**config.mk**
```make
export PLATFORM = sky130hd
export DESIGN_NAME = dsp_add3_arbiter
export DESIGN_NICKNAME = d
export VERILOG_FILES = /design/src/rtl/dsp_add3_arbiter.sv
export SDC_FILE = /design/constraint.sdc
export NUM_CORES = 1
export LEC_CHECK = 0
export CORE_AREA = 2 2 152 154
export CTS_BUF_LIST = sky130_fd_sc_hd__clkbuf_4 sky130_fd_sc_hd__clkbuf_8
export CTS_CLUSTER_DIAMETER = 40
export DETAILED_ROUTE_END_ITERATION = 6
export DIE_AREA = 0 0 154 156
export PLACE_DENSITY = 0.62
export SKIP_LAST_GASP = 1
export SYNTH_ARGS = -nofsm -noshare
export SYNTH_HDL_FRONTEND = slang
export SYNTH_SLANG_ARGS = --single-unit
```
**constraint.sdc**
```tcl
create_clock -name clk -period 1.32 [get_ports clk]
set_input_delay 0.198 -clock clk [delete_from_list [all_inputs] [get_ports clk]]
set_output_delay 0.198 -clock clk [all_outputs]
set_load 0.05 [all_outputs]
```
**src/rtl/dsp_add3_arbiter.sv**
```systemverilog
// dsp_add3_arbiter: shares one pipelined 3-input DSP adder among NUM_REQ
// requesters. An INIT phase holds the adder in reset for LATENCY+1 cycles;
// RUN grants at most one requester per cycle. A {valid, id} tag pipeline
// of depth LATENCY follows each accepted operation, so its response is
// tagged with the requester that issued it.
//
// Build option: define DSP_ADD3_ARB_RR_EN for round-robin arbitration.
// Without it, fixed priority applies (lowest index wins) and there is no
// pointer register.
//
// Handshake: a requester transfers when req_valid[i] && req_ready[i] in the
// same cycle. req_ready is one-hot or zero and is derived from req_valid
// without looking at req_ready. The response stream (rsp_valid, rsp_id,
// rsp_result) has no backpressure; the consumer must take every beat.
module dsp_add3_arbiter #(
  parameter int NUM_REQ = 4,
  parameter int LATENCY = 2
) (
  input  logic                                    clk,
  input  logic                                    reset,
  input  logic                                    flush,
  input  logic [NUM_REQ-1:0]                      req_valid,
  output logic [NUM_REQ-1:0]                      req_ready,
  input  logic [18*NUM_REQ-1:0]                   req_op0,
  input  logic [18*NUM_REQ-1:0]                   req_op1,
  input  logic [18*NUM_REQ-1:0]                   req_op2,
  input  logic [NUM_REQ-1:0]                      req_cin,
  output logic                                    dsp_reset,
  output logic [17:0]                             dsp_op0,
  output logic [17:0]                             dsp_op1,
  output logic [17:0]                             dsp_op2,
  output logic                                    dsp_cin,
  input  logic [47:0]                             dsp_result,
  output logic                                    rsp_valid,
  output logic [((NUM_REQ > 2) ? $clog2(NUM_REQ) : 1)-1:0] rsp_id,
  output logic [47:0]                             rsp_result,
  output logic                                    init_done,
  output logic                                    dbg_state
);

  localparam int ID_W = (NUM_REQ > 2) ? $clog2(NUM_REQ) : 1;
  localparam logic [3:0] CNT_LAST = 4'(LATENCY);

  typedef enum logic {
    ST_INIT = 1'b0,
    ST_RUN  = 1'b1
  } state_t;

  state_t          state_q, state_d;
  logic [3:0]      cnt_q, cnt_d;
  logic [LATENCY-1:0] tag_vld_q, tag_vld_d;
  logic [ID_W-1:0] tag_id_q [LATENCY];
  logic [ID_W-1:0] tag_id_d [LATENCY];

  logic            grant_vld;
  logic [ID_W-1:0] grant_id;
  logic            grant_en;
  logic            rsp_fire;

`ifdef DSP_ADD3_ARB_RR_EN
  logic [ID_W-1:0] ptr_q, ptr_d;
`endif

  // Debug view of the FSM state for checkers.
  assign dbg_state = state_q;

  // Arbitration: pick the winning requester among the valid ones.
`ifdef DSP_ADD3_ARB_RR_EN
  always_comb begin
    int idx;
    grant_vld = 1'b0;
    grant_id  = '0;
    idx       = 0;
    // Walk from the farthest candidate back to the pointer so the one
    // closest to the pointer is the last assignment and therefore wins.
    for (int k = NUM_REQ - 1; k >= 0; k--) begin
      idx = int'(ptr_q) + k;
      if (idx >= NUM_REQ) idx = idx - NUM_REQ;
      if (req_valid[idx]) begin
        grant_vld = 1'b1;
        grant_id  = ID_W'(idx);
      end
    end
  end
`else
  always_comb begin
    grant_vld = 1'b0;
    grant_id  = '0;
    // Descending walk: the lowest valid index is assigned last and wins.
    for (int i = NUM_REQ - 1; i >= 0; i--) begin
      if (req_valid[i]) begin
        grant_vld = 1'b1;
        grant_id  = ID_W'(i);
      end
    end
  end
`endif

  // A grant is only issued in RUN, and never in a reset or flush cycle.
  assign grant_en = grant_vld && (state_q == ST_RUN) && !reset && !flush;

  // Ready vector and operand steering to the shared adder.
  always_comb begin
    req_ready = '0;
    dsp_op0   = '0;
    dsp_op1   = '0;
    dsp_op2   = '0;
    dsp_cin   = 1'b0;
    if (grant_en) begin
      req_ready[grant_id] = 1'b1;
      dsp_op0 = req_op0[18*int'(grant_id) +: 18];
      dsp_op1 = req_op1[18*int'(grant_id) +: 18];
      dsp_op2 = req_op2[18*int'(grant_id) +: 18];
      dsp_cin = req_cin[grant_id];
    end
  end

  // Next state: INIT counts LATENCY+1 cycles, flush always restarts INIT.
  always_comb begin
    state_d = state_q;
    cnt_d   = cnt_q;
    case (state_q)
      ST_INIT: begin
        if (cnt_q == CNT_LAST) begin
          state_d = ST_RUN;
          cnt_d   = '0;
        end else begin
          cnt_d = cnt_q + 4'd1;
        end
      end
      ST_RUN: begin
        cnt_d = '0;
      end
      default: begin
        state_d = ST_INIT;
        cnt_d   = '0;
      end
    endcase
    if (flush) begin
      state_d = ST_INIT;
      cnt_d   = '0;
    end
  end

  // Tag pipeline: stage 0 captures this cycle's grant, flush empties it.
  always_comb begin
    tag_vld_d    = '0;
    tag_id_d[0]  = grant_id;
    tag_vld_d[0] = grant_en;
    for (int i = 1; i < LATENCY; i++) begin
      tag_vld_d[i] = tag_vld_q[i-1];
      tag_id_d[i]  = tag_id_q[i-1];
    end
    if (flush) begin
      tag_vld_d = '0;
    end
  end

`ifdef DSP_ADD3_ARB_RR_EN
  // Pointer moves just past the winner on an accept, otherwise holds.
  always_comb begin
    ptr_d = ptr_q;
    if (grant_en) begin
      if (grant_id == ID_W'(NUM_REQ - 1)) ptr_d = '0;
      else                                ptr_d = grant_id + ID_W'(1);
    end
  end

  // Round-robin pointer register.
  always_ff @(posedge clk) begin
    if (reset) ptr_q <= '0;
    else       ptr_q <= ptr_d;
  end
`endif

  // State, counter and tag registers with synchronous reset.
  always_ff @(posedge clk) begin
    if (reset) begin
      state_q   <= ST_INIT;
      cnt_q     <= '0;
      tag_vld_q <= '0;
      for (int i = 0; i < LATENCY; i++) tag_id_q[i] <= '0;
    end else begin
      state_q   <= state_d;
      cnt_q     <= cnt_d;
      tag_vld_q <= tag_vld_d;
      for (int i = 0; i < LATENCY; i++) tag_id_q[i] <= tag_id_d[i];
    end
  end

  // A response due in a reset or flush cycle belongs to a dropped op.
  assign rsp_fire = tag_vld_q[LATENCY-1] && !reset && !flush;

  // Status and response outputs.
  always_comb begin
    dsp_reset  = reset || (state_q == ST_INIT);
    init_done  = !reset && (state_q == ST_RUN);
    rsp_valid  = rsp_fire;
    rsp_id     = rsp_fire ? tag_id_q[LATENCY-1] : '0;
    rsp_result = rsp_fire ? dsp_result : '0;
  end

endmodule

```
==> results <==
==> cell usage in the layout, fill, tap and decap left out, drive strengths merged <==
master / synthesis / routed
a2111o: 1 / 1
clkinvlp: 0 / 1
o41ai: 1 / 1
nor3b: 4 / 4
clkinv: 0 / 1
clkbuf: 32 / 5
dfxtp: 11 / 11
xor2: 1 / 1
a21oi: 57 / 57
nor3: 2 / 2
a21o: 55 / 55
nand3b: 55 / 55
nor2b: 3 / 3
nand2b: 2 / 2
buf: 30 / 203
inv: 4 / 3
nor4: 2 / 2
clkdlybuf4s50: 0 / 268
nor4b: 1 / 1
or3b: 55 / 55
and2: 52 / 52
diode: 0 / 2
a222oi: 55 / 55
ha: 2 / 2
xnor2: 1 / 1
nand3: 1 / 1
nor2: 6 / 6
==> synthesized netlist by cell type, types with 3 or more instances <==
cell | instances | area share, %
a21o_1 | 55 | 13
a21oi_1 | 57 | 8.8
a222oi_1 | 55 | 17
and2_1 | 52 | 10
buf_2 | 11 | 1.7
buf_4 | 12 | 2.8
buf_6 | 5 | 1.7
clkbuf_1 | 31 | 3.6
dfxtp_1 | 11 | 6.8
nand3b_1 | 55 | 13
nor2_1 | 6 | 0.69
nor2b_1 | 3 | 0.58
or3b_1 | 55 | 15
==> report_power, final <==
| group | switching (W) | internal, W |
|---|---|---|
| Combinational | 0.000668 | 0.00112 |
| Clock | 0.000132 | 0.000208 |
| Sequential | 0.00000478 | 0.000339 |
| Total | 0.000805 | 0.00167 |
==> per-stage QoR <==
stage	setup slack [ps]	power (W)	hold WS, ps
floorplan	-523.1	0.0009807	265.1
global placement	-844.5	0.002076	425.2
detailed placement	-807.0	0.002086	442.1
CTS	-671.9	0.002481	279.5
global route	-650.1	0.002620	284.9
finish	-592.7	0.002473	274.7
==> worst reg2reg max path, cell delays in order (launching register included) <==
cell and delay, ps:
dfxtp_4 340, nor3b_4 150, buf_6 120, o41ai_4 50
buf_12 210, buf_4 250, buf_4 160, inv_2 20
==> kinds of logic after synthesis <==
kind of cell             after synthesis  share of synthesized area [%]
adder cells (fa/ha/maj)                2                         0.7721
buffers and inverters                 66                          10.66
AO/OA/AOI/OAI                        169                          39.38
AND/OR/NAND/NOR                      183                          41.85
XOR/XNOR                               2                         0.5406
flip-flops                            11                          6.795
==> cell type report <==
type,count,area share [%]
well taps,285,3.632
clock inverters,1,0.05097
clock buffers,3,0.4205
flip-flops and latches,11,2.307
multi-input cells,356,35.50
inverters,4,0.1912
repair buffers,473,57.84
diodes,2,0.05097
==> sequential cells by signal, summed over array words and instances (netlist names) <==
signal	cells
dbg_state	1
cnt_q	4
tag_vld_q	2
tag_id_q	4
==> repair_timing <==
action,CTS,global route
gates resized for setup,92,15
gates cloned,10,2
setup endpoints to repair,113,118
setup buffers,17,4
pin swaps,6,34
==> routing by layer <==
metal,track usage (%),routed length (µm)
met1,20.14,8692
met2,32.56,11720
met3,3.917,1808
met4,2.893,181
met5,0,0
==> worst min path at each step <==
| stage | from | end | slack [ps] | cells past startpoint |
|---|---|---|---|---|
| 2_1_floorplan | flush | dbg_state$_SDFF_PP0_ | 270 | 1 |
| 3_3_place_gp | tag_id_q[0][0]$_SDFF_PP0_ | tag_id_q[0][2]$_SDFF_PP0_ | 430 | 1 |
| 3_5_place_dp | tag_id_q[0][0]$_SDFF_PP0_ | tag_id_q[0][2]$_SDFF_PP0_ | 440 | 1 |
| 4_1_cts | reset | tag_vld_q[1]$_SDFF_PP0_ | 280 | 3 |
| 5_1_grt | reset | tag_vld_q[1]$_SDFF_PP0_ | 280 | 3 |
| 6_report | reset | tag_vld_q[1]$_SDFF_PP0_ | 270 | 3 |
==> run_results.csv <==
group,metric,value,unit
setup_path,cp.depth,7,
sta,min_period,1913,ps
synth,netlist_instances,433,
global_route,grt_overflow,0,
sta,setup_violations,112,
setup_path,path_class,"register to primary output",
die,ioPinCount,388,
setup_path,timing.rr.end,"tag_vld_q[0]$_SDFF_PP0_",
route,drt_first_iter_violations,442,
synth,syn_area,3241,µm²
global_route,track_usage,17.28,%
cells_and_area,multi_input_area,3486,µm²
cells_and_area,fin_area,9818,µm²
global_route,grt_pass1_vias,5594,
power_and_ir_drop,p_leak,3.535,nW
global_route,grt_pass1_wl,32.65,mm
setup_path,cp_max_fo,7,
job,max-cap-violations,0,
setup_path,cpPeakStageDelay,340,ps
cts,numCtsBuffers,3,
cells_and_area,final_cells,1135,
setup_path,worstPathRequired,1120,ps
synth,syn_nets,710,
synth,syn_area_per_cell,7.484,µm²
sta,worst_slew_pin_slew,626.4,ps
placement,place.port_buffers,387,
sta,fmax,0.5228,GHz
cells_and_area,fin_nets,1126,
sta,finalMaxSlewViolations,0,
power_and_ir_drop,powerDensity,251.9,nW/µm²
setup_path,crit_chain,"nor3b_4 -> buf_6 -> o41ai_4 -> buf_12 -> buf_16 -> a21oi_4 -> buf_6",
route,drc_errors,0,
global_route,grt_max_degree,62,
sta,skew,4.114,ps
placement,gp_congestion,0.7405,
die,dieArea,24020,µm²
sta,max_slew_margin,58.24,%
setup_path,r2r_start,"dbg_state$_SDFF_PP0_",
global_route,antenna_found_initial,1,
synth,ys_async_sr_fraction,0,%
route,num_vias,5408,
sta,rsz0062_at_grt,"yes",
sta,period_share,144.9,%
cts,cts_sinks,11,
die,initial_utilization,14.49,%
status,status,"finished with violations",
route,first_pass_iters,6,
synth,ys_types,29,
cts,clk_latency,240,ps
cells_and_area,drive_gt1_share,39.15,%
cts,h-tree-depth,1,
placement,place_inst,1103,
power_and_ir_drop,vdd_ir_drop_max,0.0002029,V
setup_path,arrival,1710,ps
die,die_height,156,µm
setup_path,cp-endpoint,"dsp_op2[16]",
setup_path,end_kind,"primary output",
min_path,hold_path_class,"primary input to register",
synth,synth-main-ff-cell,"dfxtp_1",
cts,clock-root-buffer,"clkbuf_8",
cells_and_area,syn_to_final_growth,203.0,%
placement,dpl_cell_area,8989,µm²
cts,hold_buffers,0,
die,core_area,22370,µm²
setup_path,start_kind,"register",
synth,synth-seq-area-share,6.795,%
setup_path,cp_top_family,"buffers and inverters",
cts,clockBufferDepth,2,
placement,place_hpwl,16.08,mm
route,via_per_inst,4.765,
synth,ys_ff_latch,11,
route,ant_nets,0,
cells_and_area,seqCellArea,226.5,µm²
sta,setup_tns,-46780,ps
setup_path,rrSetupSlack,-70,ps
cells_and_area,fin_util,43.90,%
sta,finalHoldViolations,0,
cts,path_clk_slew,60,ps
setup_path,cp_num_buf_inv,4,
synth,synth_edf_count,0,
synth,yosysWarnings,0,
route,drt_wl_total,22.40,mm
cells_and_area,num-fill-cells,2087,
setup_path,ff2ff_path_depth,7,
route,wl_per_cell,19.74,µm
setup_path,crit_top_cell,"buf_6",
die,die_w,154,µm
cts,cts_tree,"yes",
setup_path,cp_slowest_cell,"dfxtp_4",
status,violations,"negative setup slack",
die,fp-row-count,55,
sta,postLayoutSetupSlackWorst,-592.7,ps
setup_path,worstSetupStartpoint,"dbg_state$_SDFF_PP0_",
(Power assumes the default switching activity.)
